===== config.mk =====
export PLATFORM = sky130hd
export DESIGN_NAME = des_key_schedule
export DESIGN_NICKNAME = d
export VERILOG_FILES = /design/src/rtl/des_key_schedule.sv
export SDC_FILE = /design/constraint.sdc
export NUM_CORES = 1
export LEC_CHECK = 0
export ABC_CLOCK_PERIOD_IN_PS = 5500
export CELL_PAD_IN_SITES_DETAIL_PLACEMENT = 0
export CELL_PAD_IN_SITES_GLOBAL_PLACEMENT = 2
export CORE_MARGIN = 2
export CORE_UTILIZATION = 30
export DETAILED_ROUTE_END_ITERATION = 10
export GPL_TIMING_DRIVEN = 0
export PLACE_DENSITY_LB_ADDON = 0.1
export SETUP_SLACK_MARGIN = 0.1
export SLEW_MARGIN = 10
export SYNTH_ARGS = -nofsm -noshare
export SYNTH_HDL_FRONTEND = slang
export SYNTH_SLANG_ARGS = --single-unit

===== constraint.sdc =====
create_clock -name clk -period 5.5 [get_ports clk]
set_input_delay 1.1 -clock clk [delete_from_list [all_inputs] [get_ports clk]]
set_output_delay 1.1 -clock clk [all_outputs]
set_load 0.05 [all_outputs]

===== src/rtl/des_key_schedule.sv =====
`default_nettype none
// ============================================================================
// Module      : des_key_schedule (with helper PC1)
// Description : Sequential DES key-schedule generator. Loads a 64-bit key
//               through PC-1, then steps the 28-bit C/D halves to emit the
//               sixteen 48-bit PC-2 round keys, one per valid/ready
//               handshake. Forward order K1..K16 with left rotations for
//               encryption; reverse order K16..K1 with right rotations for
//               decryption.
// Options     : `define DES_KEY_SCHED_PARITY_EN enables the per-octet
//               odd-parity check on the key and drives parity_err. Without
//               it, parity_err is tied low.
// Revision    : 1.0 - initial release
// ============================================================================

// Permuted Choice 1: drops the eight parity bits and reorders the remaining
// 56 bits. Bit numbering is FIPS style; key_i[63] is key bit 1.
module PC1 (
    input  logic [63:0] key_i,
    output logic [55:0] pc1_o
);

    localparam int PC1_TAB [56] = '{
        57, 49, 41, 33, 25, 17,  9,
         1, 58, 50, 42, 34, 26, 18,
        10,  2, 59, 51, 43, 35, 27,
        19, 11,  3, 60, 52, 44, 36,
        63, 55, 47, 39, 31, 23, 15,
         7, 62, 54, 46, 38, 30, 22,
        14,  6, 61, 53, 45, 37, 29,
        21, 13,  5, 28, 20, 12,  4
    };

    // pc1_o[55] is PC-1 output bit 1
    for (genvar j = 0; j < 56; j++) begin : g_pc1
        assign pc1_o[55-j] = key_i[64-PC1_TAB[j]];
    end

    // The parity bits (key bits 8, 16, ..., 64) play no part in the permutation.
    logic w_unused_parity_bits;
    assign w_unused_parity_bits = ^{key_i[56], key_i[48], key_i[40], key_i[32],
                                    key_i[24], key_i[16], key_i[8],  key_i[0]};

endmodule

module des_key_schedule (
    input  logic        clk,
    input  logic        rst_n,
    input  logic        start,
    input  logic [63:0] key,
    input  logic        decrypt,
    output logic        busy,
    output logic        subkey_valid,
    input  logic        subkey_ready,
    output logic [47:0] subkey,
    output logic [3:0]  key_idx,
    output logic        last,
    output logic        parity_err
);

    localparam int PC2_TAB [48] = '{
        14, 17, 11, 24,  1,  5,
         3, 28, 15,  6, 21, 10,
        23, 19, 12,  4, 26,  8,
        16,  7, 27, 20, 13,  2,
        41, 52, 31, 37, 47, 55,
        30, 40, 51, 45, 33, 48,
        44, 49, 39, 56, 34, 53,
        46, 42, 50, 36, 29, 32
    };

    typedef enum logic [0:0] {
        S_IDLE = 1'b0,
        S_RUN  = 1'b1
    } state_t;

    state_t      state_q, state_d;
    logic [27:0] c_q, c_d;
    logic [27:0] d_q, d_d;
    logic [3:0]  idx_q, idx_d;
    logic        dec_q, dec_d;
    logic        last_q, last_d;

    logic [55:0] w_pc1;
    logic [55:0] w_cd;
    logic        w_hs;
    logic        w_start_acc;
    logic [4:0]  w_round;
    logic        w_two;

    // Rotate a 28-bit half by one or two places; halves never exchange bits.
    function automatic logic [27:0] rot_l(input logic [27:0] x, input logic two);
        return two ? {x[25:0], x[27:26]} : {x[26:0], x[27]};
    endfunction

    function automatic logic [27:0] rot_r(input logic [27:0] x, input logic two);
        return two ? {x[1:0], x[27:2]} : {x[0], x[27:1]};
    endfunction

    PC1 u_pc1 (
        .key_i (key),
        .pc1_o (w_pc1)
    );

    assign busy         = (state_q == S_RUN);
    assign subkey_valid = (state_q == S_RUN);
    assign key_idx      = idx_q;
    assign last         = last_q;
    assign w_hs         = subkey_valid & subkey_ready;
    assign w_start_acc  = (state_q == S_IDLE) & start;

    // Round whose shift amount governs the next step: going forward we move
    // from K(idx+1) to K(idx+2) and apply that round's shift; going backward
    // we undo the shift of the round currently presented, K(idx+1).
    assign w_round = dec_q ? ({1'b0, idx_q} + 5'd1) : ({1'b0, idx_q} + 5'd2);
    assign w_two   = !((w_round == 5'd1) || (w_round == 5'd2) ||
                       (w_round == 5'd9) || (w_round == 5'd16));

    // Round key is a pure function of the C/D registers.
    assign w_cd = {c_q, d_q};
    for (genvar j = 0; j < 48; j++) begin : g_pc2
        assign subkey[47-j] = w_cd[56-PC2_TAB[j]];
    end

    // Next-state logic: load on accepted start, step on handshake, hold otherwise.
    always_comb begin
        state_d = state_q;
        c_d     = c_q;
        d_d     = d_q;
        idx_d   = idx_q;
        dec_d   = dec_q;
        last_d  = last_q;
        case (state_q)
            S_IDLE: begin
                if (start) begin
                    state_d = S_RUN;
                    dec_d   = decrypt;
                    last_d  = 1'b0;
                    if (decrypt) begin
                        // Total rotation over 16 rounds is 28, so C16D16 == C0D0.
                        c_d   = w_pc1[55:28];
                        d_d   = w_pc1[27:0];
                        idx_d = 4'd15;
                    end else begin
                        c_d   = rot_l(w_pc1[55:28], 1'b0);
                        d_d   = rot_l(w_pc1[27:0], 1'b0);
                        idx_d = 4'd0;
                    end
                end
            end
            S_RUN: begin
                if (w_hs) begin
                    if (last_q) begin
                        state_d = S_IDLE;
                        last_d  = 1'b0;
                    end else if (dec_q) begin
                        c_d    = rot_r(c_q, w_two);
                        d_d    = rot_r(d_q, w_two);
                        idx_d  = idx_q - 4'd1;
                        last_d = (idx_q == 4'd1);
                    end else begin
                        c_d    = rot_l(c_q, w_two);
                        d_d    = rot_l(d_q, w_two);
                        idx_d  = idx_q + 4'd1;
                        last_d = (idx_q == 4'd14);
                    end
                end
            end
            default: begin
                state_d = S_IDLE;
            end
        endcase
    end

    // State and schedule registers with asynchronous active-low reset.
    always_ff @(posedge clk or negedge rst_n) begin
        if (!rst_n) begin
            state_q <= S_IDLE;
            c_q     <= '0;
            d_q     <= '0;
            idx_q   <= '0;
            dec_q   <= 1'b0;
            last_q  <= 1'b0;
        end else begin
            state_q <= state_d;
            c_q     <= c_d;
            d_q     <= d_d;
            idx_q   <= idx_d;
            dec_q   <= dec_d;
            last_q  <= last_d;
        end
    end

`ifdef DES_KEY_SCHED_PARITY_EN
    logic [7:0] w_oct_bad;
    logic       parity_q;
    logic       parity_d;

    // Each key octet must carry odd parity.
    for (genvar g = 0; g < 8; g++) begin : g_parity
        assign w_oct_bad[g] = ~(^key[8*g +: 8]);
    end

    assign parity_d   = w_start_acc ? (|w_oct_bad) : parity_q;
    assign parity_err = parity_q;

    // Parity flag captured with the key load and held until the next start.
    always_ff @(posedge clk or negedge rst_n) begin
        if (!rst_n) begin
            parity_q <= 1'b0;
        end else begin
            parity_q <= parity_d;
        end
    end
`else
    logic w_unused_start_acc;
    assign w_unused_start_acc = w_start_acc;
    assign parity_err         = 1'b0;
`endif

endmodule
`default_nettype wire


# Yosys cells after proc, flatten, opt, wreduce, memory -nomap -nowiden
# Index checks and enable logic that the tools add are counted.
# totals
reg_bits	63
input_bits	69
out_inout_bits	56
# classes
addsub	4
n_eq_ne	9
mux	32
bitwise	2
n_reduce_logical	6
# op_table
cell	count
$mux W28	14
$pmux W28 S2	2
$mux W4	5
$pmux W4 S2	1
$mux W1	7
$add A4 B1 Y5 const B	1
$add A4 B2 Y5 const B	1
$eq A5 B1 Y1 const B	1
$eq A5 B2 Y1 const B	1
$eq A5 B4 Y1 const B	1
$eq A5 B5 Y1 const B	1
$mux W5	1
$add A4 B1 Y4 const B	1
$eq A4 B1 Y1 const B	1
$eq A4 B4 Y1 const B	1
$ne A2 B2 Y1 const B	2
$pmux W1 S2	2
$reduce_and A2 Y1	2
$sub A4 B1 Y4 const B	1
$logic_or A1 B1 Y1	3
$reduce_and A3 Y1	1
$ne A2 B1 Y1 const B	1
$and A1 B1 Y1	1
$not A1 Y1	1

# Depth between registers and ports, before layout
# depth
word_depth	11
ltp_mapped	11
mapped_depth_nobuf	8

# Cells and area by module
# From an unflattened synthesis, not the netlist that was laid out.
# unflattened
hier_cells	707
area_unflattened_um2	6028.3
# by_module_without_submodules
mod	n_inst	cells_per_inst	area_per_inst_um2	seq_area_each_um2
des_key_schedule	1	651	5607.9	1576.5
PC1	1	56	420.4	0.0

# Worst setup path after synthesis
# OpenSTA, ideal clock, no wires.
# synth_timing
kind	input port to flip-flop
start	in decrypt
end	reg c_q[10]
setup_time_ns	0.125
arrival_time_ns	2.556
required_ns	5.375
slack_ns	2.819
stages	7
n_path_buf	3
cell_sequence	clkbuf_1 -> buf_2 -> buf_1 -> mux2_2 -> or3_1 -> o21ai_0 -> a21oi_1
# synth_via
elab_chain_cells	3
# synth_rtl
element	line_no	source
start: declaration	51	input logic decrypt,
$mux W28	139	if (decrypt) begin
$mux W28	135	if (start) begin
$pmux W28 S2	133	case (state_q)
end signal: assignment	179	c_q <= '0;
end signal: assignment	186	c_q <= c_d;
end: declaration	78	logic [27:0] c_q, c_d;
# No other way between the ends. The select of a mux whose other input is x is not followed.
# A chain may end at the register's enable or synchronous reset.

# Final worst setup path
# layout_timing
start	reg dec_q
end	reg d_q[23]
# layout_via
elab_chain_cells	10
elab_cells_between_ends	14
# layout_rtl
element	line_no	source
start: declaration	81	logic dec_q, dec_d;
start signal: assignment	182	dec_q <= 1'b0;
start signal: assignment	189	dec_q <= dec_d;
$mux W5	115	assign w_round = dec_q ? ({1'b0, idx_q} + 5'd1) : ({1'b0, idx_q} + 5'd2);
$eq A5 B1 Y1 or $eq A5 B2 Y1 (tied branches)	116	assign w_two = !((w_round == 5'd1) || (w_round == 5'd2) ||
$logic_or A1 B1 Y1 (2 in a row)	116	
$logic_or A1 B1 Y1	117	(w_round == 5'd9) || (w_round == 5'd16));
$mux W28, on equally long branches	93, 97	
$mux W28 *	156	end else if (dec_q) begin
$mux W28 *	153	if (last_q) begin
$mux W28 *	152	if (w_hs) begin
$pmux W28 S2 *	133	
end signal: assignment	180	d_q <= '0;
end signal: assignment	187	d_q <= d_d;
end: declaration	79	logic [27:0] d_q, d_d;
# Every way passes the cells marked *; elsewhere a longest branch is shown, timed or not. The select of a mux whose other input is x is not followed.

==> qor.yml <==
outcome:
  outcome: "finished, final reports clean"
layout:
  nets: 858
  drive_gt1_share_pct: 18.09
  post-route-util_pct: 39.70
  areaGrowthSynthToFinish_pct: 31.07
  diodes: 0
  fin_cells: 1019
floorplanning:
  die-area_sq_um: 19810
  start_util_pct: 30.29
  row_count: 50
  die_width_um: 140.7
  die_y_um: 140.7
  core_sq_um: 18520
  io_pins: 125
logic_synthesis:
  avgSynthCellArea_sq_um: 8.577
  ys.flop_type: "dfrtp_1"
  ys_warn_count: 0
  synth_largest_area_cell: "dfrtp_1"
  synth-edff-count: 0
  yosys-top-cells-area: "dfrtp_1 (28%), mux2_2 (11%), mux2i_1 (7.7%)"
  ys_top_cells_by_count: "o21ai_0 (67), a21oi_1 (64), dfrtp_1 (63)"
  ys_seq_elements: 63
  syn_area_sq_um: 5609
  synth_fp_nets: 732
  seq_area_frac_synth_pct: 28.11
  synthCells: 654
  yosys.cell_types.count: 40
  yosys.area.top_type_share_pct: 28.11
  post-synth-top-count-cell: "o21ai_0"
  async_reset_ff_share_pct: 100.0
worst_setup_path:
  reg2reg_to: "d_q[23]$_DFFE_PN0P_"
  r2r_start: "dec_q$_DFFE_PN0P_"
  path_max_fanout: 10
  cp-endpoint: "d_q[23]$_DFFE_PN0P_"
  path_cells: "buf_2 -> inv_1 -> clkbuf_1 -> ha_1 -> a21oi_1 -> o21ai_0 -> a21boi_1 -> buf_2 -> buf_2 -> a2bb2oi_1 -> a21oi_1"
  crit_path_frequent_cell: "buf_2"
  worstSetupPathType: "reg -> reg"
  required_ns: 5.76
  crit_path_start: "dec_q$_DFFE_PN0P_"
  arrival_ns: 3.53
  cp-start-kind: "register"
  slowest_stage: "clkbuf_1"
  cp-end-kind: "register"
  cp_slowest_stage_delay_ns: 0.57
  r2r_slack_ns: 2.23
  rr_worst_depth: 11
sta:
  setup_slack_ns: 2.230
  hold_violations: 0
  maxSlewViolCount: 0
  worst_slew_pin_slew_ns: 1.041
  clock.fmax_mhz: 305.8
  slew_headroom_pct: 30.15
  finClkSkew_ns: 0.006221
  tns_ns: 0
  fin_crit_ns: 3.270
  hold_slack_ns: 0.5606
  min_period_over_period_pct: 59.46
  rsz0062_at_grt: "false"
  finalSetupViolCount: 0
clock_network:
  cts_tree: "yes"
  clockRootBuffer: "clkbuf_16"
  ctsHoldBuffers: 0
  ctsResizeCount: 0
  cts.path.max_buffers: 2
  clk_pin_slew_ns: 0.06
  cts_buffers: 9
  postCtsSetupBuffers: 0
  insertion_delay_ns: 0.33
  htreeDepth: 3
  clock_sinks: 63
global_route:
  antenna_found_initial: 0
  grt_pass1_vias: 5732
  grt_pass1_wl_um: 32770
  grt_usage_pct: 20.68
  grt_max_degree: 33
  grt_overflow: 0
hold_path:
  worstHoldPathType: "reg -> reg"
place:
  place_congestion: 0.8367
  post-place-ws_ns: 1.990
  dp_hpwl_um: 14640
  place_inst: 1003
  portBuffers: 114
routing:
  vias: 5684
  drtAntennaViolNets: 0
  drtIter0Drc: 334
  totalWireLength_um: 20380
  drc: 0
  drtPass1Iterations: 5
  wire_per_inst_um: 20.00
  via_per_inst: 5.578
power_and_ir_drop:
  peakVddDrop_mv: 0.2771
  p_leak_uw: 0.002893
  power_density_nw_per_um2: 764.4
job:
  maxCapViolCount: 0
[where the power goes]
group	switching, uW	internal (uW)	leakage [uW]
Clock	220	361	0.000146
Sequential	387	704	0.000687
Combinational	2330	1620	0.00206
Total	2930	2690	0.00289
[registers in the layout (all words and copies together) (netlist names)]
signal / cells
key_idx: 4
last: 1
c_q: 28
dec_q: 1
d_q: 28
busy: 1
[worst min-delay path by stage]
stage	from	end	slack [ns]	cells past startpoint
final	last$_DFFE_PN0P_	busy$_DFF_PN0_	0.56	1
after detailed placement	last$_DFFE_PN0P_	busy$_DFF_PN0_	0.56	1
after floorplan	d_q[2]$_DFFE_PN0P_	d_q[3]$_DFFE_PN0P_	0.56	2
after global placement	last$_DFFE_PN0P_	busy$_DFF_PN0_	0.54	1
after CTS	last$_DFFE_PN0P_	busy$_DFF_PN0_	0.57	1
after global routing	last$_DFFE_PN0P_	busy$_DFF_PN0_	0.59	1
[layer usage]
metal,wire length [um],track usage (%),vias up
met2,9184,32.09,194
met1,10060,30.21,2809
met4,263,5.947,0
met5,0,0,-
met3,881,2.514,18
li1,-,-,2663
[final cells by class]
cell class	instances	area, sq um
Clock buffer	12	246.5
Tap cell	234	292.8
Fill cell	1892	11170
Sequential cell	63	1577
Timing Repair Buffer	115	1159
Inverter	10	37.54
Multi-Input combinational cell	467	3349
Buffer	114	645.6
Clock inverter	4	45.04
[cells in the final DEF, fill, tap and decap left out, types with 9 or more instances in the layout]
cell,Yosys,final
clkdlybuf4s50_1,0,113
o21ai_0,67,67
a21oi_1,64,64
dfrtp_1,63,63
mux2_2,56,56
or3_1,56,56
buf_4,53,54
a31oi_1,49,49
a2bb2oi_1,46,46
mux2i_1,43,43
clkbuf_1,39,41
nand2_1,22,22
buf_2,15,15
nor2_1,12,12
inv_1,10,10
ha_1,9,9
clkbuf_16,0,9
[per-stage QoR]
step / area [sq um] / power [uW]
after floorplan: 5609 / 3852
after global routing: 7352 / 6014
final: 7352 / 5620
after global placement: 7043 / 4993
after detailed placement: 7061 / 5020
after CTS: 7352 / 5625
[cells by family after synthesis]
logic type,share of synthesized area [%]
AOI/OAI and AO/OA,27.75
and+or+nand+nor,10.66
DFF,28.11
buffers and inverters,12.18
muxes,18.92
adders and majority gates,2.008
xor gates and xnor gates,0.3123
other,0.06686
[worst max-delay path, delay by kind of cell, from the launching register on]
family | cells | cell delay [ns]
buf+inv | 5 | 1.59
fa+ha+maj | 1 | 0.39
compound gates | 5 | 0.84
flops | 1 | 0.37
Note: power is estimated with default switching activity, not from simulation.
